===== config.mk =====
export PLATFORM = sky130hd
export DESIGN_NAME = ssd_bcd_scan
export DESIGN_NICKNAME = d
export VERILOG_FILES = /design/src/rtl/ssd_bcd_scan.sv
export SDC_FILE = /design/constraint.sdc
export NUM_CORES = 1
export LEC_CHECK = 0
export ABC_CLOCK_PERIOD_IN_PS = 2400
export BUFFER_PORTS_ARGS = -buffer_cell sky130_fd_sc_hd__buf_2
export CORE_ASPECT_RATIO = 1.4
export CORE_UTILIZATION = 40
export DETAILED_ROUTE_END_ITERATION = 7
export PLACE_DENSITY = 0.7
export RECOVER_POWER = 25
export SLEW_MARGIN = 15
export SYNTH_ARGS = -nofsm -noshare
export SYNTH_HDL_FRONTEND = slang
export SYNTH_SLANG_ARGS = --single-unit

===== constraint.sdc =====
create_clock -name clk -period 2.4 [get_ports clk]
set_input_delay 0.48 -clock clk [delete_from_list [all_inputs] [get_ports clk]]
set_output_delay 0.48 -clock clk [all_outputs]
set_load 0.02 [all_outputs]

===== src/rtl/ssd_bcd_scan.sv =====
// ssd_bcd_scan: 13-bit binary to 4-digit BCD (double dabble)
// with a multiplexed common-anode 7-segment scanner.
module ssd_bcd_scan #(
  parameter int REFRESH_DIV = 100000
) (
  input  logic        clk,
  input  logic        rst,
  input  logic [12:0] value,
  output logic [3:0]  anode,
  output logic [6:0]  cathode,
  output logic [15:0] bcd,
  output logic        busy
);

  localparam int CW =
    (REFRESH_DIV > 1) ? $clog2(REFRESH_DIV) : 1;
  localparam logic [CW-1:0] RMAX = CW'(REFRESH_DIV - 1);

  typedef enum logic [1:0] {
    IDLE   = 2'd0,
    SHIFT  = 2'd1,
    COMMIT = 2'd2
  } state_e;

  state_e        state_q, state_d;
  logic [12:0]   last_q, last_d;
  logic [12:0]   sh_q, sh_d;
  logic [15:0]   work_q, work_d;
  logic [3:0]    cnt_q, cnt_d;
  logic [15:0]   bcd_q, bcd_d;
  logic          busy_q, busy_d;
  logic [15:0]   adj;

  logic [CW-1:0] refresh_q, refresh_d;
  logic [1:0]    sel_q, sel_d;
  logic          wrap;
  logic [3:0]    nib;
  logic          blank;

  // Converter registers and scan counters
  always_ff @(posedge clk or negedge rst) begin
    if (!rst) begin
      state_q   <= IDLE;
      last_q    <= '0;
      sh_q      <= '0;
      work_q    <= '0;
      cnt_q     <= '0;
      bcd_q     <= '0;
      busy_q    <= 1'b0;
      refresh_q <= '0;
      sel_q     <= '0;
    end else begin
      state_q   <= state_d;
      last_q    <= last_d;
      sh_q      <= sh_d;
      work_q    <= work_d;
      cnt_q     <= cnt_d;
      bcd_q     <= bcd_d;
      busy_q    <= busy_d;
      refresh_q <= refresh_d;
      sel_q     <= sel_d;
    end
  end

  // Converter next state
  always_comb begin
    state_d = state_q;
    unique case (state_q)
      IDLE:    if (value != last_q) state_d = SHIFT;
      SHIFT:   if (cnt_q == 4'd12) state_d = COMMIT;
      COMMIT:  state_d = IDLE;
      default: state_d = IDLE;
    endcase
  end

  // Add-3 correction on every nibble >= 5 before each shift
  always_comb begin
    adj = work_q;
    for (int i = 0; i < 4; i++) begin
      if (work_q[i*4 +: 4] >= 4'd5)
        adj[i*4 +: 4] = work_q[i*4 +: 4] + 4'd3;
    end
  end

  // Converter datapath and outputs
  always_comb begin
    last_d = last_q;
    sh_d   = sh_q;
    work_d = work_q;
    cnt_d  = cnt_q;
    bcd_d  = bcd_q;
    busy_d = busy_q;
    unique case (state_q)
      IDLE: begin
        if (value != last_q) begin
          sh_d   = value;
          work_d = '0;
          cnt_d  = '0;
          last_d = value;
          busy_d = 1'b1;
        end
      end
      SHIFT: begin
        work_d = {adj[14:0], sh_q[12]};
        sh_d   = {sh_q[11:0], 1'b0};
        cnt_d  = cnt_q + 4'd1;
      end
      COMMIT: begin
        bcd_d  = work_q;
        busy_d = 1'b0;
      end
      default: ;
    endcase
  end

  // Refresh divider and digit rotation
  always_comb begin
    wrap      = (refresh_q == RMAX);
    refresh_d = wrap ? '0 : refresh_q + CW'(1);
    sel_d     = wrap ? sel_q + 2'd1 : sel_q;
  end

  // Digit select, leading-zero blanking, segment decode
  always_comb begin
    anode = 4'b1110;
    nib   = bcd_q[3:0];
    blank = 1'b0;
    unique case (sel_q)
      2'd0: begin
        anode = 4'b1110;
        nib   = bcd_q[3:0];
      end
      2'd1: begin
        anode = 4'b1101;
        nib   = bcd_q[7:4];
        blank = (bcd_q[15:4] == '0);
      end
      2'd2: begin
        anode = 4'b1011;
        nib   = bcd_q[11:8];
        blank = (bcd_q[15:8] == '0);
      end
      2'd3: begin
        anode = 4'b0111;
        nib   = bcd_q[15:12];
        blank = (bcd_q[15:12] == '0);
      end
      default: ;
    endcase
    cathode = 7'b1111111;
    if (!blank) begin
      unique case (nib)
        4'd0:    cathode = 7'b1000000;
        4'd1:    cathode = 7'b1111001;
        4'd2:    cathode = 7'b0100100;
        4'd3:    cathode = 7'b0110000;
        4'd4:    cathode = 7'b0011001;
        4'd5:    cathode = 7'b0010010;
        4'd6:    cathode = 7'b0000010;
        4'd7:    cathode = 7'b1111000;
        4'd8:    cathode = 7'b0000000;
        4'd9:    cathode = 7'b0010000;
        default: cathode = 7'b1111111;
      endcase
    end
  end

  assign bcd  = bcd_q;
  assign busy = busy_q;

endmodule

==> results.md, run 1 <==
Run status:
- The flow ran to the end, but the final reports show violations.
- The checks that failed: setup timing.

Global route:
- Entering global routing, the biggest net connects 46 pins.
- The wire length of the first global-routing pass is 15300 microns.
- The number of global-route vias before repair is 3363.
- The global-route congestion overflow total is 0.
- The number of antenna violations at the first check in global routing is 0.
- The global router's overall resource usage is 16.7%.

Placement:
- The post-detailed-placement cell area is 0.00493 sq mm.
- Detailed placement ended at an HPWL of 6400 microns.
- The congestion estimate from routability-driven global placement came to 0.806.
- The number of input and output port buffers inserted is 42.

Synth:
- The synthesized design contains 0 enable-type register cells.
- The post-synthesis instance total is 404.
- The most used flip-flop cell after synthesis is sky130_fd_sc_hd__dfrtp_1.
- The area share of xor/xnor cells in the synthesized design is 7.43%.
- The synthesized-area fraction occupied by ao, oa, aoi and oai cells is 14.1%.
- After synthesis, the netlist uses 40 different library cells.
- The main combinational cell family by area after synthesis is compound AO/OA/AOI/OAI gates.
- The synthesized design contains 84 register bits.
- Each instance of the synthesized netlist takes up on average 10.8 sq um.
- The share of the Yosys chip area taken by registers is 48.2%.
- Of the total synthesized cell area, the portion taken by AND, OR, NAND and NOR gates is 13.3%.
- The number of synthesis warnings is 0.
- The total nets after synthesis is 437.
- In the synthesized netlist the async set-or-reset flop fraction comes to 100%.
- The mux contribution to synthesized area is 7.98%.
- After synthesis the cells add up to 0.00436 sq mm.
- Summing the areas of all fa, ha and maj instances in the mapped netlist gives 5.16% of the synthesized area.

Layout:
- The area growth from synthesis to layout is 23.9%.
- The number of inserted diodes is 0.
- After routing the design area is 0.00540 sq mm.
- The net count of the finished layout is 506.
- Cells with a size suffix above 1 make up 29.5% of the layout.
- The layout has 922 filler cells.

STA:
- The relative max-transition margin is 26.9%.
- The final number of setup-violating endpoints is 7.
- The final period utilization is 121%.
- The routed design could run at a clock period as short as 2900 ps.
- The worst clock skew is 6.21 ps.
- Setup repair after global routing could not meet its margin everywhere.
- The count of final max-slew check failures was 0.
- The number of endpoints with negative hold slack in the final report was 0.
- The setup slack of the critical path after layout is -499 ps.
- The upper clock frequency limit is 0.345 GHz.
- The setup total negative slack is -3010 ps.
- At the pin with the least slew margin, the transition time is 1100 ps.

Clock network:
- TritonCTS built the clock tree.
- The maximum clock path buffer count is 2.
- The root buffer cell is sky130_fd_sc_hd__clkbuf_16.
- The number of clock buffers inserted by TritonCTS is 9.
- The number of hold buffers added after CTS is 0.
- CTS built an H-tree with a depth of 3.
- The latest clock arrival within the worst-skew pair is 340 ps.
- Clock tree synthesis found a total of 84 sinks.
- The clock transition at the registers of the reported paths is 60 ps.

Power:
- Power spread over the standard cell area amounts to 1200 mW/mm^2.
- IR analysis of the VDD net gives a maximum drop of 0.661 mV.
- Summed over all cells, the static leakage comes to 2.59 nW.

Routing:
- The post-detailed-route count of antenna-violating nets is 0.
- The total wire length after detailed routing is 9080 microns.
- The number of design rule violations left after detail routing is 0.
- The mean number of vias per cell is 5.29.
- The first TritonRoute pass finished after 5 iterations.
- For this block, the initial DRC count from the detailed router was 161.
- The routed via count is 3258.
- Dividing the detail-routed wire length by the instance count gives 14.7 microns.

Critical path:
- Of all nets on the critical path, the largest fanout is 4.
- The worst register-to-register path has a setup slack of 70 ps.
- The startpoint-to-endpoint class of the critical path is flop to output port.
- For this design, the slowest cell found on the critical path is sky130_fd_sc_hd__or4_1.
- The data required time at the worst endpoint is 1920 ps.
- The depth of the most critical reg-to-reg path is 5.
- The critical path arrival is 2420 ps.
- The critical path's largest stage delay is 430 ps.
- The dominant cell type by count on the critical path is sky130_fd_sc_hd__buf_6.
- Walking the worst path, the cells encountered are inv_2 -> ha_4 -> buf_6 -> a222oi_1 -> a21oi_1 -> or4_1 -> and3_4 -> nand2_4 -> buf_6.
- The endpoint class of the critical path is an output port.
- STA classifies the critical path startpoint as a flop.

Floorplanning:
- For this design the top-level I/O count stands at 43.
- From left edge to right edge, the die measures 90.2 microns.
- The total area inside the core boundary comes to 0.0105 sq mm.
- The area enclosed by the die boundary is 0.0113 sq mm.
- The floorplan has 44 rows.
- Measured along the y axis, the die boundary spans 126 microns.
- The starting density of the core is 41.5%.

Flow run:
- Max-cap violations in this run came to 0.

Hold path:
- In this run the worst hold path is classified as input port to async pin.
-- routing by layer --
metal	global-route usage (%)	vias up	wire, microns
li1	-	1579	-
met1	19.8	1595	4040
met2	28.9	69	4600
met3	2.68	15	241
met4	8.82	0	200
met5	0	-	0
-- power by group --
group          internal, mW  total (mW)  switching (mW)
clock                  1.02        1.57           0.551
sequential             1.87        2.32           0.443
combinational          1.33        2.63            1.30
total                  4.22        6.51            2.29
-- cell type report --
| type | instances | area, sq um | share of cell area (%) |
|---|---|---|---|
| multi-input cells | 279 | 2190 | 40.6 |
| repair buffers | 74 | 497 | 9.19 |
| clock buffers | 10 | 229 | 4.24 |
| flip-flops and latches | 84 | 2100 | 38.9 |
| clock inverters | 6 | 111 | 2.06 |
| well taps | 138 | 173 | 3.20 |
| inverters | 25 | 96.3 | 1.78 |
-- cell usage in the layout (no fill, tap or decap), types with 3 or more instances in the layout --
master / synthesis / final
sky130_fd_sc_hd__a21oi_1: 10 / 9
sky130_fd_sc_hd__o21ai_0: 20 / 14
sky130_fd_sc_hd__nor2b_1: 6 / 6
sky130_fd_sc_hd__ha_1: 18 / 14
sky130_fd_sc_hd__a222oi_1: 4 / 4
sky130_fd_sc_hd__nor3b_1: 15 / 14
sky130_fd_sc_hd__inv_1: 24 / 21
sky130_fd_sc_hd__bufinv_16: 0 / 3
sky130_fd_sc_hd__a211o_1: 12 / 12
sky130_fd_sc_hd__buf_2: 1 / 34
sky130_fd_sc_hd__dfrtp_1: 84 / 83
sky130_fd_sc_hd__xor2_1: 22 / 22
sky130_fd_sc_hd__xnor2_1: 15 / 15
sky130_fd_sc_hd__nor4_1: 5 / 4
sky130_fd_sc_hd__and3_1: 4 / 3
sky130_fd_sc_hd__clkbuf_16: 0 / 9
sky130_fd_sc_hd__a22o_1: 29 / 29
sky130_fd_sc_hd__buf_6: 1 / 5
sky130_fd_sc_hd__o21ai_1: 0 / 5
sky130_fd_sc_hd__mux2_2: 29 / 28
sky130_fd_sc_hd__nand2_1: 27 / 24
sky130_fd_sc_hd__nand2b_1: 4 / 4
sky130_fd_sc_hd__nor3_1: 6 / 6
sky130_fd_sc_hd__nand3_1: 8 / 7
sky130_fd_sc_hd__nor2_1: 24 / 23
sky130_fd_sc_hd__inv_2: 1 / 3
sky130_fd_sc_hd__buf_4: 0 / 32
-- through the flow --
step | hold WS (ps) | utilization [%] | instances | power (mW) | worst slack [ps]
after floorplan | 184 | - | 404 | 3.98 | -52.8
after global placement | 477 | 46.9 | 595 | 4.61 | -162
after detailed placement | 483 | 46.9 | 595 | 4.74 | -247
after CTS | 165 | 51.1 | 614 | 6.48 | -515
after global routing | 390 | 51.4 | 616 | 6.90 | -622
final | 345 | 51.4 | 616 | 6.51 | -499
-- registers in the layout (all words and copies together) (netlist names) --
name	flops
bcd	16
sh_q	13
work_q	16
last_q	13
refresh_q	17
state_q	2
busy	1
sel_q	2
cnt_q	4
-- cell families (layout without fill, tap and decap cells) --
family,count (synthesis),in the layout
mux,31,31
compound gates,83,83
simple gates,110,110
buf+inv,41,115
xor+xnor,37,37
fa+ha+maj,18,18
flops,84,84
-- Yosys cell counts (2+ instances only) --
cell type	number	area, sq um
sky130_fd_sc_hd__nand4_1	2	12.5
sky130_fd_sc_hd__nor3_1	6	30.0
sky130_fd_sc_hd__dfrtp_1	84	2100
sky130_fd_sc_hd__a22o_1	29	254
sky130_fd_sc_hd__clkbuf_1	14	52.6
sky130_fd_sc_hd__nor2_1	24	90.1
sky130_fd_sc_hd__nand2b_1	4	25.0
sky130_fd_sc_hd__xnor2_1	15	131
sky130_fd_sc_hd__or4b_1	2	20.0
sky130_fd_sc_hd__mux2_2	29	327
sky130_fd_sc_hd__o2bb2ai_1	2	17.5
sky130_fd_sc_hd__inv_1	24	90.1
sky130_fd_sc_hd__a222oi_1	4	40.0
sky130_fd_sc_hd__and3_1	4	25.0
sky130_fd_sc_hd__o21ai_0	20	100
sky130_fd_sc_hd__and4_1	2	17.5
sky130_fd_sc_hd__nand2_1	27	101
sky130_fd_sc_hd__a211o_1	12	105
sky130_fd_sc_hd__nor2b_1	6	37.5
sky130_fd_sc_hd__nand3_1	8	40.0
sky130_fd_sc_hd__ha_1	18	225
sky130_fd_sc_hd__xor2_1	22	193
sky130_fd_sc_hd__nor4_1	5	31.3
sky130_fd_sc_hd__a21oi_1	10	50.1
sky130_fd_sc_hd__nor3b_1	15	113
sky130_fd_sc_hd__or4_1	2	15.0
-- what timing repair did --
item,in CTS,in global routing
hold endpoints to repair,0,0
gates resized for setup,27,9
pin swaps,8,6
buffers inserted,3,2
endpoints found under the setup margin,7,7
-- critical path, delay by kind of cell (launching register included) --
family,cells,cell delay (ps)
buffers and inverters,3,300
adder cells (fa/ha/maj),1,170
flip-flops,1,390
AND/OR/NAND/NOR,3,700
AO/OA/AOI/OAI,2,530
-- path summary, 6_finish.rpt --
kind	startpoint	endpoint
max in group asynchronous	rst	sel_q[1]$_DFFE_PN0N_
min in group clk	value[3]	sh_q[3]$_DFFE_PN0P_
setup / recovery	sel_q[0]$_DFFE_PN0N_	cathode[3]
hold / removal	rst	last_q[10]$_DFFE_PN0P_
setup reg to reg	refresh_q[12]$_DFF_PN0_	sel_q[1]$_DFFE_PN0N_
hold reg to reg	refresh_q[13]$_DFF_PN0_	refresh_q[13]$_DFF_PN0_
(Power assumes the default switching activity.)
==> run 2, diff against run 1 <==
--- a/config.mk
+++ b/config.mk
@@ -5,9 +5,10 @@
 export SDC_FILE = /design/constraint.sdc
 export NUM_CORES = 1
 export LEC_CHECK = 0
+export ABC_AREA = 1
 export ABC_CLOCK_PERIOD_IN_PS = 2400
 export BUFFER_PORTS_ARGS = -buffer_cell sky130_fd_sc_hd__buf_2
-export CORE_ASPECT_RATIO = 1.4
+export CORE_ASPECT_RATIO = 0.75
 export CORE_UTILIZATION = 40
 export DETAILED_ROUTE_END_ITERATION = 7
 export PLACE_DENSITY = 0.7
==> results.md, run 2 <==
Synth:
- The total nets after synthesis is 649 (was 437).
- The mean cell area of the mapped netlist is 7.46 sq um (was 10.8 sq um).
- The post-synthesis instance total is 616 (was 404).
- The share of synthesized flip-flops with an asynchronous set or reset came to 100% (unchanged).
- The most frequently used flop master after synthesis is sky130_fd_sc_hd__dfrtp_1 (unchanged).
- The most frequent cell after synthesis is sky130_fd_sc_hd__nand2_1 (was sky130_fd_sc_hd__dfrtp_1).
- The sequential element share of the synthesized area is 45.7% (was 48.2%).
- The summed instance area of the synthesized netlist is 0.00460 sq mm (was 0.00436 sq mm).
- Largest cells by area after synthesis: sky130_fd_sc_hd__dfrtp_1 (46%), sky130_fd_sc_hd__nand2_1 (16%), sky130_fd_sc_hd__o21ai_0 (7.0%), sky130_fd_sc_hd__inv_1 (6.7%), sky130_fd_sc_hd__nand3_1 (5.9%) (was sky130_fd_sc_hd__dfrtp_1 (48%), sky130_fd_sc_hd__mux2_2 (7.5%), sky130_fd_sc_hd__a22o_1 (5.8%), sky130_fd_sc_hd__ha_1 (5.2%), sky130_fd_sc_hd__xor2_1 (4.4%)).
- The area share of the leading cell type in the synthesized netlist is 45.7% (was 48.2%).
- Post-synth top cells: sky130_fd_sc_hd__nand2_1 (195), sky130_fd_sc_hd__dfrtp_1 (84), sky130_fd_sc_hd__inv_1 (82), sky130_fd_sc_hd__o21ai_0 (64), sky130_fd_sc_hd__nand3_1 (54) (was sky130_fd_sc_hd__dfrtp_1 (84), sky130_fd_sc_hd__a22o_1 (29), sky130_fd_sc_hd__mux2_2 (29), sky130_fd_sc_hd__nand2_1 (27)).
- The number of synthesis warnings is 0 (unchanged).
- The number of synthesized flops with an enable pin is 0 (unchanged).
- The cell type contributing the most total cell area after synthesis was sky130_fd_sc_hd__dfrtp_1 (unchanged).
- The count of different cell masters after synthesis was 28 (was 40).
- The number of synthesized register bits is 84 (unchanged).

Layout:
- The most common cell after layout, fill and taps aside is sky130_fd_sc_hd__nand2_1 (was sky130_fd_sc_hd__dfrtp_1).
- The synthesis-to-layout area growth is 19.8% (was 23.9%).
- The count of nets after finishing is 702 (was 506).
- Commonest cells after routing, fill and taps aside: sky130_fd_sc_hd__nand2_1 (191), sky130_fd_sc_hd__dfrtp_1 (82), sky130_fd_sc_hd__inv_1 (77) (was sky130_fd_sc_hd__dfrtp_1 (83), sky130_fd_sc_hd__buf_2 (34), sky130_fd_sc_hd__buf_4 (32)).
- The number of inserted diodes came to 0 (unchanged).
- The most flop-heavy register was refresh_q (unchanged).
- The fraction of final layout cells with drive strength greater than 1 is 16.0% (was 29.5%).
- The register area came to 0.00210 sq mm (about the same).
- The final design area excluding fillers is 0.00551 sq mm (was 0.00540 sq mm).
- The filler cell count in the final layout is 1007 (was 922).
- The total area of multi-input combinational cells is 0.00225 sq mm (was 0.00219 sq mm).
- The number of flip-flops in the largest register is 17 (unchanged).

Routing:
- The per-cell routed wire length came to 12.9 microns (was 14.7 microns).
- The first-pass detailed-route iteration total came to 7 (was 5).
- The mean number of vias per cell was 5.12 (was 5.29).
- The total wire length after detailed routing is 10500 microns (was 9080 microns).
- The top routing layer in use is met4 (unchanged).
- The detailed route wirelength on metal2 is 4580 microns (was 4600 microns).
- The met1 layer wirelength in the final routing was 5110 microns (was 4040 microns).
- The routed via count was 4166 (was 3258).
- The number of design rule violations left after detail routing is 0 (unchanged).
- The post-detailed-route count of antenna-violating nets was 0 (unchanged).
- The first-iteration detailed-routing DRC count is 364 (was 161).
- The wire length on met3 is 566 microns (was 241 microns).

STA:
- The clock period minus final worst setup slack is 2600 ps (was 2900 ps).
- The final period utilization is 108% (was 121%).
- The relative max-transition margin is 26.6% (was 26.9%).
- The upper clock frequency limit is 0.384 GHz (was 0.345 GHz).
- The setup total negative slack was -1060 ps (was -3010 ps).
- The count of final max-slew check failures is 0 (unchanged).
- The number of endpoints with negative hold slack in the final report is 0 (unchanged).
- The final number of setup-violating endpoints is 7 (unchanged).
- The transition time at the pin with the least slew margin is 1100 ps (about the same).
- Setup repair after global routing missed its margin: yes (unchanged).
- The worst clock skew is 10.8 ps (was 6.21 ps).
- The setup slack of the critical path after layout came to -203 ps (was -499 ps).

Power:
- The standby leakage power was 2.86 nW (was 2.59 nW).
- The power per standard cell area is 1130 mW/mm^2 (was 1200 mW/mm^2).
- The worst-case vdd ir drop came to 0.378 mV (was 0.661 mV).
- The switching power of the nets is 2.65 mW (was 2.29 mW).
- The design internal power is 3.57 mW (was 4.22 mW).
- The switching part of the total came to 42.6% (was 35.2%).
- The clock network fraction of design power was 20.6% (was 24.1%).
- The sequential group share of total power is 37.8% (was 35.6%).
- The combinational share of power is 41.6% (was 40.3%).

Critical path:
- The data required time at the worst endpoint came to 1920 ps (about the same).
- The startpoint of the most critical register-to-register path was last_q[5]$_DFFE_PN0P_ (was refresh_q[12]$_DFF_PN0_).
- The critical path arrival is 2120 ps (was 2420 ps).
- The endpoint class of the critical path is an output port (unchanged).
- The launching element of the worst setup path is sel_q[0]$_DFFE_PN0N_ (unchanged).
- The peak fanout along the critical path is 3 (was 4).
- The startpoint-to-endpoint class of the critical path is flop to output port (unchanged).
- The startpoint kind of the worst setup timing path is a flop (unchanged).
- The depth of the most critical reg-to-reg path is 10 (was 5).

Hold path:
- The path class of the lowest-slack min-delay path is input port to async pin (unchanged).

Floorplanning:
- The overall die width was 126 microns (was 90.2 microns).
- The starting density of the core is 41.5% (about the same).
- The vertical extent of the die is 94.8 microns (was 126 microns).
- The area enclosed by the die boundary is 0.0119 sq mm (was 0.0113 sq mm).
- The core footprint is 0.0111 sq mm (was 0.0105 sq mm).
- The number of top-level pins is 43 (unchanged).
- The number of placement rows is 33 (was 44).

Global route:
- The wire length of the first global-routing pass is 17600 microns (was 15300 microns).
- The global-route congestion overflow total was 0 (unchanged).
- The maximum number of pins on one net before global-route repair came to 46 (unchanged).
- The number of global-route vias before repair is 3620 (was 3363).
- The number of antenna violations at the first check in global routing was 0 (unchanged).
- The global router's overall resource usage was 18.4% (was 16.7%).

Clock network:
- The maximum clock path buffer count came to 2 (unchanged).
- The root buffer cell is sky130_fd_sc_hd__clkbuf_16 (unchanged).
- The number of H-tree branching levels is 3 (unchanged).
- The clock tree from TritonCTS is done (unchanged).
- The number of clock buffers inserted by TritonCTS was 9 (unchanged).
- The number of clock sinks was 84 (unchanged).
- The clock transition at the registers of the reported paths is 60 ps (about the same).
- The latest clock arrival within the worst-skew pair is 340 ps (about the same).

Placement:
- The post-detailed-placement cell area is 0.00498 sq mm (was 0.00493 sq mm).
- The number of input and output port buffers inserted is 42 (unchanged).
- The weighted congestion at the end of routability-driven global placement was 0.882 (was 0.806).
- The total half-perimeter wirelength after legalization and detailed placement is 7060 microns (was 6400 microns).

Run status:
- Run status: complete, but fails checks (unchanged).
- Violations in the final reports: setup timing (unchanged).

Flow run:
- The max-capacitance violation count is 0 (unchanged).
## run 2: cell type report
class	instances	share of cell area, %
Clock buffer	11	4.23
Clock inverter	5	0.659
Inverter	86	6.13
Multi-Input combinational cell	429	40.9
Sequential cell	84	38.2
Tap cell	140	3.18
Timing Repair Buffer	59	6.70
## run 2: final timing paths
path / end / slack (ps)
max in group asynchronous: refresh_q[16]$_DFF_PN0_ / 440
worst max-delay path: cathode[3] / -200
worst min-delay path: cnt_q[1]$_DFFE_PN0P_ / 310
min in group clk: last_q[8]$_DFFE_PN0P_ / 440
worst min register to register: refresh_q[0]$_DFF_PN0_ / 470
worst max register to register: sh_q[9]$_DFFE_PN0P_ / 490
## run 2: worst max-delay path: stages (launching register included)
cell and delay, ps:
sky130_fd_sc_hd__dfrtp_2 470, sky130_fd_sc_hd__inv_4 110, sky130_fd_sc_hd__ha_4 170, sky130_fd_sc_hd__inv_4 50, sky130_fd_sc_hd__o21ai_4 170, sky130_fd_sc_hd__o22ai_4 110, sky130_fd_sc_hd__ha_1 280, sky130_fd_sc_hd__inv_1 50
sky130_fd_sc_hd__o21ai_1 110, sky130_fd_sc_hd__nand2_1 60, sky130_fd_sc_hd__nand2_1 70, sky130_fd_sc_hd__buf_6 120
## run 2: power by group through the flow
stage | Sequential, mW | Combinational, mW | Clock, mW
global route | 2.41 | 2.97 | 1.35
detailed placement | 2.35 | 2.43 | 0
CTS | 2.33 | 2.57 | 1.29
floorplan | 2.36 | 1.72 | 0
global placement | 2.32 | 2.34 | 0
finish | 2.35 | 2.59 | 1.28
## run 2: what timing repair did
| item | CTS | global route |
|---|---|---|
| resized for setup | 52 | 6 |
| endpoints found under the setup margin | 7 | 7 |
| hold buffers | 0 | 0 |
| buffers inserted | 7 | 1 |
| hold endpoints to repair | 0 | 0 |
| pin swaps | 11 | 4 |
## run 2: metal layers
metal,vias up,global-route usage [%]
li1,2057,-
met1,1964,26.1
met2,124,27.7
met3,21,4.19
met4,0,6.73
met5,-,0
## run 2: logic make-up (layout without fill, tap and decap cells)
logic type               after synthesis  in the layout  synth area share, %
flip-flops                            84             84                 45.7
adder cells (fa/ha/maj)               18             18                 4.90
AO/OA/AOI/OAI                         91             91                 10.1
buffers and inverters                103            161                 8.90
XOR/XNOR                              14             14                 2.67
AND/OR/NAND/NOR                      306            306                 27.7
## run 2: stage by stage
| step | power (mW) | util [%] | setup slack [ps] | hold slack, ps | instances |
|---|---|---|---|---|---|
| 3_5_place_dp | 4.78 | 45.0 | -58.5 | 464 | 790 |
| 3_3_place_gp | 4.66 | 45.0 | 94.0 | 445 | 790 |
| 6_report | 6.22 | 49.8 | -203 | 312 | 814 |
| 2_1_floorplan | 4.09 | - | 57.4 | 184 | 616 |
| 4_1_cts | 6.19 | 49.7 | -133 | 144 | 813 |
| 5_1_grt | 6.73 | 49.8 | -260 | 396 | 814 |
==> run 3, diff against run 2 <==
--- a/config.mk
+++ b/config.mk
@@ -9,9 +9,9 @@
 export ABC_CLOCK_PERIOD_IN_PS = 2400
 export BUFFER_PORTS_ARGS = -buffer_cell sky130_fd_sc_hd__buf_2
 export CORE_ASPECT_RATIO = 0.75
-export CORE_UTILIZATION = 40
+export CORE_UTILIZATION = 31
 export DETAILED_ROUTE_END_ITERATION = 7
-export PLACE_DENSITY = 0.7
+export PLACE_DENSITY = 0.59
 export RECOVER_POWER = 25
 export SLEW_MARGIN = 15
 export SYNTH_ARGS = -nofsm -noshare
==> results.md, run 3 (same netlist as run 2, synthesis figures left out) <==
Clock network:
- The number of clock sinks is 84 (unchanged).
- The root buffer cell is sky130_fd_sc_hd__clkbuf_16 (unchanged).
- The number of clock buffers inserted by TritonCTS came to 9 (unchanged).
- The clock transition at the registers of the reported paths is 70 ps (was 60 ps).
- The maximum clock path buffer count is 2 (unchanged).
- The number of H-tree branching levels is 3 (unchanged).
- The clock tree from TritonCTS is done (unchanged).
- The latest clock arrival within the worst-skew pair is 340 ps (about the same).
- The number of hold buffers added after CTS is 0 (unchanged).

Power:
- The power per standard cell area is 1140 mW/mm^2 (was 1130 mW/mm^2).
- The overall power after layout came to 6.51 mW (was 6.22 mW).
- The standby leakage power is 2.92 nW (was 2.86 nW).
- The worst-case vdd ir drop is 0.408 mV (was 0.378 mV).

Layout:
- The fraction of final layout cells with drive strength greater than 1 is 18.4% (was 16.0%).
- The core occupancy in the finished layout is 39.6% (was 49.8%).
- The number of inserted diodes is 0 (unchanged).
- The synthesis-to-layout area growth is 24.5% (was 19.8%).
- The filler cell count in the final layout is 1496 (was 1007).
- The number of flip-flops in the largest register was 17 (unchanged).
- The count of nets after finishing came to 706 (was 702).
- Commonest cells after routing, fill and taps aside: sky130_fd_sc_hd__nand2_1 (185), sky130_fd_sc_hd__dfrtp_1 (82), sky130_fd_sc_hd__inv_1 (76) (was sky130_fd_sc_hd__nand2_1 (191), sky130_fd_sc_hd__dfrtp_1 (82), sky130_fd_sc_hd__inv_1 (77)).
- The post-route non-filler standard cell count is 878 (was 814).
- The final design area excluding fillers came to 0.00572 sq mm (was 0.00551 sq mm).
- The most flop-heavy register is refresh_q (unchanged).
- The most common cell after layout, fill and taps aside is sky130_fd_sc_hd__nand2_1 (unchanged).

Critical path:
- The critical path's largest stage delay is 470 ps (about the same).
- The critical path arrival is 2080 ps (was 2120 ps).
- The peak fanout along the critical path is 3 (unchanged).
- The startpoint-to-endpoint class of the critical path is flop to output port (unchanged).
- The data required time at the worst endpoint is 1920 ps (about the same).
- The endpoint class of the critical path is an output port (unchanged).
- The cell type of the slowest stage on the worst timing path is sky130_fd_sc_hd__dfrtp_2 (unchanged).
- The startpoint kind of the worst setup timing path is a flop (unchanged).
- Cells along the critical path: inv_4 -> ha_4 -> inv_4 -> o21ai_4 -> o22ai_4 -> ha_4 -> inv_2 -> o21ai_2 -> nand2_1 -> nand2_1 -> buf_6 (was inv_4 -> ha_4 -> inv_4 -> o21ai_4 -> o22ai_4 -> ha_1 -> inv_1 -> o21ai_1 -> nand2_1 -> nand2_1 -> buf_6).

STA:
- The setup total negative slack is -844 ps (was -1060 ps).
- The worst clock skew was 11.3 ps (was 10.8 ps).
- The final period utilization came to 107% (was 108%).
- The transition time at the pin with the least slew margin came to 2090 ps (was 1100 ps).
- The clock period minus final worst setup slack is 2560 ps (was 2600 ps).
- The count of final max-slew check failures is 35 (was 0).
- The relative max-transition margin is -39.5% (was 26.6%).
- The setup slack of the critical path after layout is -162 ps (was -203 ps).
- Setup repair after global routing missed its margin: yes (unchanged).
- The number of endpoints with negative hold slack in the final report is 0 (unchanged).
- The upper clock frequency limit is 0.390 GHz (was 0.384 GHz).
- The final number of setup-violating endpoints is 7 (unchanged).
- The minimum hold slack is 447 ps (was 312 ps).

Global route:
- The wire length of the first global-routing pass is 18000 microns (was 17600 microns).
- The number of global-route vias before repair is 3748 (was 3620).
- The global router's overall resource usage is 15.0% (was 18.4%).
- The global-route congestion overflow total came to 0 (unchanged).
- The maximum number of pins on one net before global-route repair is 36 (was 46).
- The number of antenna violations at the first check in global routing is 0 (unchanged).

Routing:
- The first-iteration detailed-routing DRC count is 268 (was 364).
- The routed via count is 3930 (was 4166).
- The number of design rule violations left after detail routing is 0 (unchanged).
- The total wire length after detailed routing is 10600 microns (was 10500 microns).
- The per-cell routed wire length came to 12.0 microns (was 12.9 microns).
- The mean number of vias per cell came to 4.48 (was 5.12).
- The first-pass detailed-route iteration total is 5 (was 7).
- The post-detailed-route count of antenna-violating nets came to 0 (unchanged).

Run status:
- Violations in the final reports: capacitance limit, slew limit, setup timing (was setup timing).
- Run status: complete, but fails checks (unchanged).

Placement:
- The total half-perimeter wirelength after legalization and detailed placement is 6990 microns (was 7060 microns).
- The total placed cells including tap cells was 853 (was 790).
- The number of input and output port buffers inserted is 42 (unchanged).
- The post-detailed-placement cell area came to 0.00508 sq mm (was 0.00498 sq mm).
- The post-placement setup slack was 24.3 ps (was -58.5 ps).
- The weighted congestion at the end of routability-driven global placement is 0.828 (was 0.882).

Floorplanning:
- The core footprint is 0.0145 sq mm (was 0.0111 sq mm).
- The number of top-level pins was 43 (unchanged).
- The number of placement rows is 38 (was 33).
- The area enclosed by the die boundary is 0.0153 sq mm (was 0.0119 sq mm).
- The vertical extent of the die is 107 microns (was 94.8 microns).
- The starting density of the core is 31.8% (was 41.5%).
- The overall die width was 143 microns (was 126 microns).

Flow run:
- The max-capacitance violation count is 1 (was 0).

Hold path:
- The path class of the lowest-slack min-delay path is input port to flop (was input port to async pin).
==> run 3: changes by cell type in the layout (fill, tap and decap cells not counted), sizes merged <==
| cell | change |
|---|---|
| buf | +5 |
| clkinvlp | -2 |
| inv | -1 |
| bufinv | +2 |
==> run 3: path summary, 6_finish.rpt <==
check | end | from | slack [ps] | cells after the start
setup / recovery | cathode[3] | sel_q[0]$_DFFE_PN0N_ | -160 | 11
hold / removal | last_q[8]$_DFFE_PN0P_ | value[8] | 450 | 3
setup reg to reg | refresh_q[16]$_DFF_PN0_ | refresh_q[0]$_DFF_PN0_ | 630 | 6
hold reg to reg | refresh_q[0]$_DFF_PN0_ | refresh_q[0]$_DFF_PN0_ | 450 | 1
max in group asynchronous | work_q[13]$_DFFE_PN0P_ | rst | 450 | 1
min in group asynchronous | cnt_q[1]$_DFFE_PN0P_ | rst | 740 | 1
==> run 3: cell type report <==
type / count / area [sq um] / area share [%]
clock buffer: 12 / 246 / 4.31
tap: 200 / 250 / 4.37
inverter: 86 / 335 / 5.86
sequential: 84 / 2100 / 36.8
timing repair buffer: 63 / 434 / 7.59
multi-input combinational: 429 / 2280 / 39.8
clock inverter: 4 / 72.6 / 1.27
==> run 3: per-layer routing <==
metal / track usage [%] / part of all wire [%] / routed length, microns
met3: 3.25 / 4.3 / 450
met4: 4.61 / 1.4 / 148
met5: 0 / 0 / 0
met1: 20.9 / 52 / 5440
met2: 23.0 / 43 / 4520
==> run 3: what timing repair did <==
action                     in CTS  in global routing
resized for setup              48                 27
setup endpoints to repair       7                  7
cloned                          0                  0
pin swaps                      15                 18
setup buffers                   8                  1
==> run 3: critical path, delay by kind of cell (launching register included) <==
kind	cells	cell delay [ps]
DFF	1	470
adders and majority gates	2	440
AOI/OAI and AO/OA	3	410
buffers and inverters	4	300
and+or+nand+nor	2	130
==> run 3: where the power goes <==
group / total [mW] / leakage (nW) / internal, mW / switching [mW]
registers: 2.36 / 1.05 / 1.91 / 0.450
logic: 2.67 / 1.71 / 1.04 / 1.63
clock network: 1.48 / 0.153 / 0.939 / 0.539
